===== src/rtl/keypad_scan.sv =====
// 4x4 matrix keypad scanner: column drive, row sampling, frame debounce with
// ghost rejection, one-shot key events and a 32-bit hex entry shift register.
module keypad_scan #(
    parameter int SCAN_DIV       = 100000,
    parameter int DEBOUNCE_SCANS = 4
) (
    input  logic        clk,
    input  logic        rst,
    input  logic [3:0]  row,
    input  logic        en,
    input  logic        clr,
    output logic [3:0]  col,
    output logic [3:0]  key_code,
    output logic        key_valid,
    output logic        key_held,
    output logic [31:0] data
);
    localparam int CW = (SCAN_DIV > 2) ? $clog2(SCAN_DIV) : 1;
    localparam int DW = $clog2(DEBOUNCE_SCANS + 1);

    typedef enum logic {IDLE, PRESSED} state_t;

    state_t         state_q, state_d;
    logic [3:0]     row_s1_q, row_s1_d, row_s2_q, row_s2_d;
    logic [CW-1:0]  cnt_q, cnt_d;
    logic [1:0]     col_idx_q, col_idx_d;
    logic [15:0]    frame_q, frame_d;
    logic [4:0]     prev_cand_q, prev_cand_d;
    logic [DW-1:0]  db_cnt_q, db_cnt_d;
    logic [3:0]     key_code_q, key_code_d;
    logic           key_valid_q, key_valid_d;
    logic           key_held_q, key_held_d;
    logic [31:0]    data_q, data_d;

    logic           last_dwell, frame_end, stable, accept;
    logic [3:0]     sample;
    logic [15:0]    full_frame;
    logic [4:0]     ones;
    logic [3:0]     hit;
    logic [4:0]     cand;

    // Index is col*4 + row; returns the printed legend of that key.
    function automatic logic [3:0] key_map(input logic [3:0] idx);
        case (idx)
            4'd0:  key_map = 4'h1;  4'd1:  key_map = 4'h4;
            4'd2:  key_map = 4'h7;  4'd3:  key_map = 4'h0;
            4'd4:  key_map = 4'h2;  4'd5:  key_map = 4'h5;
            4'd6:  key_map = 4'h8;  4'd7:  key_map = 4'hF;
            4'd8:  key_map = 4'h3;  4'd9:  key_map = 4'h6;
            4'd10: key_map = 4'h9;  4'd11: key_map = 4'hE;
            4'd12: key_map = 4'hA;  4'd13: key_map = 4'hB;
            4'd14: key_map = 4'hC;  default: key_map = 4'hD;
        endcase
    endfunction

    always_comb begin
        state_d     = state_q;
        row_s1_d    = row;
        row_s2_d    = row_s1_q;
        cnt_d       = cnt_q + CW'(1);
        col_idx_d   = col_idx_q;
        frame_d     = frame_q;
        prev_cand_d = prev_cand_q;
        db_cnt_d    = db_cnt_q;
        key_code_d  = key_code_q;
        key_valid_d = 1'b0;
        key_held_d  = key_held_q;
        data_d      = data_q;
        accept      = 1'b0;

        last_dwell = (cnt_q == CW'(SCAN_DIV - 1));
        frame_end  = last_dwell && (col_idx_q == 2'd3);
        sample     = ~row_s2_q;
        if (last_dwell) begin
            cnt_d     = '0;
            col_idx_d = col_idx_q + 2'd1;
            frame_d[col_idx_q*4 +: 4] = sample;
        end

        // Column 3's sample is combined live so the frame decodes on its last cycle.
        full_frame = {sample, frame_q[11:0]};
        ones = '0;
        hit  = '0;
        for (int i = 0; i < 16; i++) begin
            if (full_frame[i]) begin
                ones = ones + 5'd1;
                hit  = 4'(i);
            end
        end
        cand = (ones == 5'd1) ? {1'b1, key_map(hit)} : 5'd0;

        if (frame_end) begin
            prev_cand_d = cand;
            if (cand == prev_cand_q)
                db_cnt_d = (db_cnt_q == DW'(DEBOUNCE_SCANS)) ? db_cnt_q : db_cnt_q + DW'(1);
            else
                db_cnt_d = DW'(1);
        end
        stable = frame_end && (db_cnt_d == DW'(DEBOUNCE_SCANS));

        case (state_q)
            IDLE: begin
                if (stable && cand[4]) begin
                    accept      = 1'b1;
                    key_valid_d = 1'b1;
                    key_code_d  = cand[3:0];
                    key_held_d  = 1'b1;
                    state_d     = PRESSED;
                end
            end
            default: begin
                if (stable && !cand[4]) begin
                    key_held_d = 1'b0;
                    state_d    = IDLE;
                end
            end
        endcase

        if (clr)
            data_d = '0;
        else if (accept && en)
            data_d = {data_q[27:0], cand[3:0]};
    end

    always_ff @(posedge clk or posedge rst) begin
        if (rst) begin
            state_q     <= IDLE;
            row_s1_q    <= 4'hF;
            row_s2_q    <= 4'hF;
            cnt_q       <= '0;
            col_idx_q   <= '0;
            frame_q     <= '0;
            prev_cand_q <= '0;
            db_cnt_q    <= '0;
            key_code_q  <= '0;
            key_valid_q <= 1'b0;
            key_held_q  <= 1'b0;
            data_q      <= '0;
        end else begin
            state_q     <= state_d;
            row_s1_q    <= row_s1_d;
            row_s2_q    <= row_s2_d;
            cnt_q       <= cnt_d;
            col_idx_q   <= col_idx_d;
            frame_q     <= frame_d;
            prev_cand_q <= prev_cand_d;
            db_cnt_q    <= db_cnt_d;
            key_code_q  <= key_code_d;
            key_valid_q <= key_valid_d;
            key_held_q  <= key_held_d;
            data_q      <= data_d;
        end
    end

    assign col       = ~(4'b0001 << col_idx_q);
    assign key_code  = key_code_q;
    assign key_valid = key_valid_q;
    assign key_held  = key_held_q;
    assign data      = data_q;
endmodule


===== config.mk =====
export PLATFORM = sky130hd
export DESIGN_NAME = keypad_scan
export DESIGN_NICKNAME = d
export VERILOG_FILES = /design/src/rtl/keypad_scan.sv
export SDC_FILE = /design/constraint.sdc
export NUM_CORES = 1
export LEC_CHECK = 0
export CAP_MARGIN = 20
export CELL_PAD_IN_SITES_DETAIL_PLACEMENT = 0
export CELL_PAD_IN_SITES_GLOBAL_PLACEMENT = 1
export CORE_ASPECT_RATIO = 1.4
export CORE_MARGIN = 2
export CORE_UTILIZATION = 35
export DETAILED_ROUTE_END_ITERATION = 8
export GPL_ROUTABILITY_DRIVEN = 0
export GPL_TIMING_DRIVEN = 0
export PLACE_DENSITY_LB_ADDON = 0.3
export SLEW_MARGIN = 20
export SYNTH_ARGS = -nofsm -noshare
export SYNTH_HDL_FRONTEND = slang
export SYNTH_SLANG_ARGS = --single-unit

===== constraint.sdc =====
create_clock -name clk -period 13.32 [get_ports clk]
set_input_delay 3.996 -clock clk [delete_from_list [all_inputs] [get_ports clk]]
set_output_delay 3.996 -clock clk [all_outputs]
set_load 0.005 [all_outputs]

==> results of run 1 <==
==> synth_stat cells, types with 6 or more instances <==
cell type | instances | area, um^2
xnor2_1 | 28 | 245
o21ai_0 | 21 | 105
ha_1 | 25 | 313
xnor3_1 | 7 | 158
clkbuf_1 | 13 | 48.8
nor2_1 | 54 | 203
dfstp_2 | 8 | 210
and3_1 | 6 | 37.5
xor2_1 | 14 | 123
o31ai_1 | 16 | 120
nand2_1 | 59 | 221
nand4_1 | 13 | 81.3
nand3b_1 | 8 | 60.1
mux2i_1 | 34 | 340
nand2b_1 | 7 | 43.8
dfrtp_1 | 78 | 1950
a21oi_1 | 13 | 65.1
nand3_1 | 17 | 85.1
inv_1 | 30 | 113
nor2b_1 | 8 | 50.1
==> cell type report <==
type / count / area share, %
Multi-Input combinational cell: 419 / 47.4
Clock inverter: 5 / 0.907
Sequential cell: 86 / 32.6
Timing Repair Buffer: 50 / 7.82
Buffer: 27 / 2.15
Clock buffer: 11 / 3.66
Tap cell: 196 / 3.70
Inverter: 30 / 1.74
==> layout by cell type (no fill, tap or decap), types with 14 or more instances in the layout <==
cell type and n:
ha_1 25, clkbuf_1 14, o31ai_1 16, xnor2_1 28, mux2i_1 34, nor2_1 54
nand2_1 59, xor2_1 14, o21ai_0 21, inv_1 29, dfrtp_1 78, clkdlybuf4s50_1 49
nand3_1 17
==> cells by family (layout without fill, tap and decap cells) <==
family	after synthesis	in the layout	synth area share [%]
adders and majority gates	25	25	5.64
AOI/OAI and AO/OA	86	86	10.9
muxes	39	39	7.42
buffers and inverters	57	123	4.60
and+or+nand+nor	210	210	19.2
xor gates and xnor gates	59	59	13.2
DFF	86	86	39.0
==> per-stage QoR <==
step	worst slack, ns	hold WS [ns]	area, um^2
2_1_floorplan	3.77	0.345	5550
5_1_grt	2.17	0.355	6620
4_1_cts	2.89	0.354	6620
3_3_place_gp	3.09	0.348	6280
6_report	2.94	0.351	6620
3_5_place_dp	2.91	0.347	6320
==> where the power goes <==
group	total [W]	switching, W	internal, W
combinational	0.0000281	0.0000182	0.00000989
sequential	0.000264	0.000000406	0.000263
clock	0.000255	0.000104	0.000151
total	0.000546	0.000122	0.000424
==> flip-flops by register name, summed over array words and instances (netlist names), 2 cells and up, named ones only <==
signal and count:
cnt_q 17, col_idx_q 2, data 32, db_cnt_q 3, frame_q 12, key_code 4, prev_cand_q 5, row_s1_q 4
row_s2_q 4
==> path summary, 6_finish.rpt <==
| kind | from | cells past startpoint | endpoint |
|---|---|---|---|
| min reg2reg | row_s1_q[3] | 0 | row_s2_q[3] |
| max | frame_q[1] | 49 | key_code[1] |
| max reg2reg | frame_q[1] | 49 | key_code[1] |
| min | row_s1_q[3] | 0 | row_s2_q[3] |
| max in group asynchronous | rst | 3 | row_s1_q[0] |
| min in group asynchronous | rst | 2 | cnt_q[14] |
==> per-layer routing <==
layer | share of wire (%) | routed length [um] | vias up | GRT usage [%]
met1 | 42 | 4920 | 1957 | 16.7
met5 | 0 | 0 | - | 0
met4 | 1.9 | 221 | 0 | 5.65
met2 | 54 | 6410 | 40 | 27.0
li1 | - | - | 2078 | -
met3 | 2.0 | 241 | 15 | 2.02
==> summary.md, run 1 <==
| Metric | Value |
|---|---|
| WP buf/inv | 3 |
| Initial Util | 35.7% |
| Tcrit/Tclk final | 77.9% |
| Most common cell on crit path | ha_1 |
| Crit end category | register |
| Post-layout util | 42.6% |
| Count of different cell masters after synthesis | between 70 and 80 |
| Final setup viols | 0 |
| Status | complete, no violations |
| Layout cell share with drive strength beyond 1 | between 10% and 20% |
| Max-Cap Viols | 0 |
| Clock edge transition at the registers on the reported setup and hold paths | 0.06 ns |
| Number of synthesized flops with an enable pin | 0 |
| H-tree depth | 3 |
| Vias per cell | 4.96 |
| Die ar. | 16900 um^2 |
| I/O pin cnt | 50 |
| Nets@finish | 656 |
| Hpwl dp | about 9000 um |
| HP Class | register to register |
| Ys Warns | 0 |
| Post-CTS sizing | 0 |
| Drt total wl | 11800 um |
| Drt wl/cell | 14.3 um |
| Mapped Cells | 562 |
| Crit path max fanout | 6 |
| Least-Margin Pin Slew | approximately 0.71 ns |
| Worst Path Required | 13.54 ns |
| CTS Hold Buffers Added | 0 |
| LEAKAGE | roughly 3.1 nW |
| Core ar. | ~16000 um^2 |
| Area occupied by multi-input gates | 3140 um^2 |
| Largest net degree at the start of global routing | 46 |
| First-pass GRT wire length | 20300 um |
| CTS tree | done |
| Final Hold Viols | 0 |
| Critical path arrival | 10.60 ns |
| Worst R2R Setup Slack | 2.94 ns |
| Worst setup SP type | register |
| Port Buf Inserts | 49 |
| CTS Sinks | 86 |
| Max-slew headroom | 52.4% |
| Fin cells | 824 |
| Worst skew pair latency | around 0.34 ns |
| CTS root buf | clkbuf_16 |
| Ys flop type | dfrtp_1 |
| First DRT Iteration DRCs | 189 |
| Worst vdd ir | roughly 0.000071 V |
| Vias in the first global route | 4178 |
| Number of remaining DRC errors | 0 |
| Clk buf depth | 2 |
| Placed cells | 808 |
| Overall Power | 0.000546 W |
| Asr flop ratio synth | 100% |
| Setup Skew | 0.00720 ns |
| Num CTS Buffers | 9 |
| Synth-to-layout area growth | 19.4% |
| Total vias in the final route | 4090 |
| Syn Nets | approximately 600 |
| Setup repair bufs after CTS | 0 |
| Number of diodes | 0 |
| Worst path top cell family by delay | adder cells |
| Fin Setup TNS | 0 ns |
| Initial antenna violation count | 0 |
| Chip width | approximately 110 um |
| Critical path's slowest cell | or4_4 |
| Fin crit period | 10.38 ns |
| Overall Global Routing Usage | 14.5% |
| Final Max Tran Viols | 0 |
| Detailed Routing Iterations Pass 1 | 6 |
| Synth Area per Inst | 9.87 um^2 |
| GRT overflow | 0 |
| Die H | 153 um |
| RSZ-0062 raised after global routing | no |
| FP Rows | 54 |
| Pwr dens | 82.5 nW/um^2 |
| Seq cells post-synth | 86 |
| Critical Path Max Stage Delay | roughly 0.54 ns |
| Maximum achievable frequency | 96.3 MHz |
| Routed Antenna Nets | 0 |
| Synthesized cell area | 5550 um^2 |
| Storage element area | 2160 um^2 |
| Critical path class | register to register |
| Filler cell count | approximately 1500 |
| Register area share after synthesis | 39.0% |
(Power assumes the default switching activity.)
==> inputs of run 2 (changes only) <==
==> constraint.sdc (replaced) <==
create_clock -name clk -period 10.9 [get_ports clk]
set_input_delay 3.27 -clock clk [delete_from_list [all_inputs] [get_ports clk]]
set_output_delay 3.27 -clock clk [all_outputs]
set_load 0.005 [all_outputs]
==> run 2 against run 1 <==
Against the previous run:
- count of clock-buffer cells in the layout unchanged
- sequential share of layout area decreased by 0.092 points
- hold slack about the same
- clock power rose by 22%
- sequential power grew 22%
- combinational power up 26%
- sequential cell count unchanged
- fmax up 2.1%
- critical endpoint unchanged
- largest cell class unchanged
==> summary.md, run 2 (synthesis gave the netlist of run 1 again) <==
| Metric | Value |
|---|---|
| Worst skew pair latency | 0.34 ns |
| Setup Skew | between 0.007 and 0.008 ns |
| Port Buf Inserts | ~50 |
| Worst Hold Depth | 0 |
| R2R cell count | 50 |
| CTS root buf | clkbuf_16 |
| First DRT Iteration DRCs | 167 |
| Die ar. | 16900 um^2 |
| H-tree depth | 3 |
| Hpwl dp | roughly 9000 um |
| Max-Cap Viols | 0 |
| Worst R2R Setup Slack | 0.73 ns |
| LEAKAGE | 3.14 nW |
| CTS tree | done |
| Overall Global Routing Usage | between 10% and 20% |
| Max reg flops | 32 |
| Layout cell share with drive strength beyond 1 | between 10% and 20% |
| Number of remaining DRC errors | 0 |
| Worst setup SP type | register |
| First-pass GRT wire length | 20300 um |
| RSZ-0062 raised after global routing | no |
| Tcrit/Tclk final | 93.3% |
| Fin crit period | 10.17 ns |
| Worst Hold End | row_s2_q[3] |
| Design area | 6640 um^2 |
| Status | complete, no violations |
| Worst Path Required | 11.12 ns |
| Crit path max fanout | 6 |
| CTS Hold Buffers Added | 0 |
| Max-slew headroom | between 50% and 60% |
| Crit end category | register |
| Critical path's slowest cell | or4_4 |
| Worst vdd ir | 0.0000866 V |
| Reg2reg end | key_code[1] |
| Critical path class | register to register |
| Critical Path Max Stage Delay | 0.54 ns |
| Vias per cell | 4.97 |
| Area occupied by multi-input gates | roughly 3100 um^2 |
| Initial Util | between 30% and 40% |
| Total vias in the final route | 4099 |
| Maximum achievable frequency | 98.3 MHz |
| Die H | about 150 um |
| I/O pin cnt | 50 |
| Clock edge transition at the registers on the reported setup and hold paths | about 0.060 ns |
| Nets@finish | 657 |
| Fin Hold WS | about 0.35 ns |
| Fin Setup TNS | 0 ns |
| GRT overflow | 0 |
| Detailed Routing Iterations Pass 1 | 7 |
| Initial antenna violation count | 0 |
| Chip width | 110 um |
| FP Rows | 54 |
| Synth-to-layout area growth | 19.7% |
| Most frequent cells in the layout | dfrtp_1 (78), nand2_1 (59), nor2_1 (54) |
| Most common cell on crit path | ha_1 |
| Least-Margin Pin Slew | roughly 0.71 ns |
| Final Hold Viols | 0 |
| Core ar. | roughly 16000 um^2 |
| Largest net degree at the start of global routing | 46 |
| Final setup viols | 0 |
| Num CTS Buffers | 9 |
| Most common cell after layout, fill and taps aside | dfrtp_1 |
| Worst reg2reg path startpoint | frame_q[1] |
| CTS Sinks | 86 |
| Final Max Tran Viols | 0 |
| Storage element area | 2160 um^2 |
| Area after DPL | 6320 um^2 |
| Filler cell count | 1539 |
| Worst path top cell family by delay | adder cells |
| Drt total wl | about 12000 um |
| Routed Antenna Nets | 0 |
| Post-layout util | a little over two fifths |
| Number of diodes | 0 |
| Pwr dens | 101 nW/um^2 |
| Drt wl/cell | between 10 and 15 um |
| Min-Delay Startpoint | row_s1_q[3] |
| Critical path arrival | 10.39 ns |
| Clk buf depth | 2 |
| WP buf/inv | 4 |
| Vias in the first global route | 4178 |
| HP Class | register to register |
## run 2: cell count changes in the layout (fill, tap and decap cells not counted), sizes merged
cell / change
buf: +1
## run 2: power by group
group          total (W)  switching (W)  internal [W]
Clock           0.000311       0.000127      0.000184
Sequential      0.000322    0.000000496      0.000322
Combinational  0.0000353      0.0000224     0.0000128
Total           0.000669       0.000150      0.000519
## run 2: layout make-up
type	instances	share of cell area, %
plain buffers	27	2.15
well taps	196	3.69
inverters	30	1.73
clock buffers	11	3.65
repair buffers	51	7.91
clock inverters	5	0.904
flip-flops and latches	86	32.5
multi-input cells	419	47.4
## run 2: per-layer routing
metal	vias up	wire length (um)	share of wire, %	track usage, %
met5	-	0	0	0
met4	0	221	1.9	5.65
met3	15	247	2.1	2.02
met2	48	6450	55	27.0
met1	1957	4890	41	16.7
li1	2079	-	-	-
## run 2: repair_timing
action,in CTS,in global routing
resized for setup,0,3
hold endpoints to repair,0,0
buffers inserted,0,1
endpoints found under the setup margin,0,35
## run 2: worst max path at each step
stage               startpoint          end  slack [ns]  cells past startpoint
floorplan           frame_q[0]  key_code[0]        1.35                     49
global placement    frame_q[0]  key_code[0]        0.67                     49
detailed placement  frame_q[1]  key_code[3]        0.49                     49
CTS                 frame_q[1]  key_code[1]        0.47                     49
global route        frame_q[1]  key_code[1]        0.04                     50
finish              frame_q[1]  key_code[1]        0.73                     50
## run 2: stage by stage
stage	setup WS [ns]	total power, W	std cells
after floorplan	1.35	0.000352	562
after global placement	0.672	0.000362	807
after detailed placement	0.491	0.000364	808
after CTS	0.467	0.000679	824
after global routing	0.0404	0.000699	825
final	0.729	0.000669	825
## run 2: worst register-to-register path: cells and delay by family, from the launching register on
| family | cells | cell delay, ns |
|---|---|---|
| AOI/OAI and AO/OA | 12 | 2.03 |
| adders and majority gates | 14 | 3.91 |
| buffers and inverters | 4 | 0.47 |
| DFF | 1 | 0.41 |
| muxes | 3 | 0.64 |
| and+or+nand+nor | 17 | 2.56 |
==> inputs of run 3 (changes only) <==
--- a/config.mk
+++ b/config.mk
@@ -12,7 +12,6 @@
 export CORE_MARGIN = 2
 export CORE_UTILIZATION = 35
 export DETAILED_ROUTE_END_ITERATION = 8
-export GPL_ROUTABILITY_DRIVEN = 0
 export GPL_TIMING_DRIVEN = 0
 export PLACE_DENSITY_LB_ADDON = 0.3
 export SLEW_MARGIN = 20
==> results of run 3 <==
Final layout, timing and power as in run 2 (identical DEF).
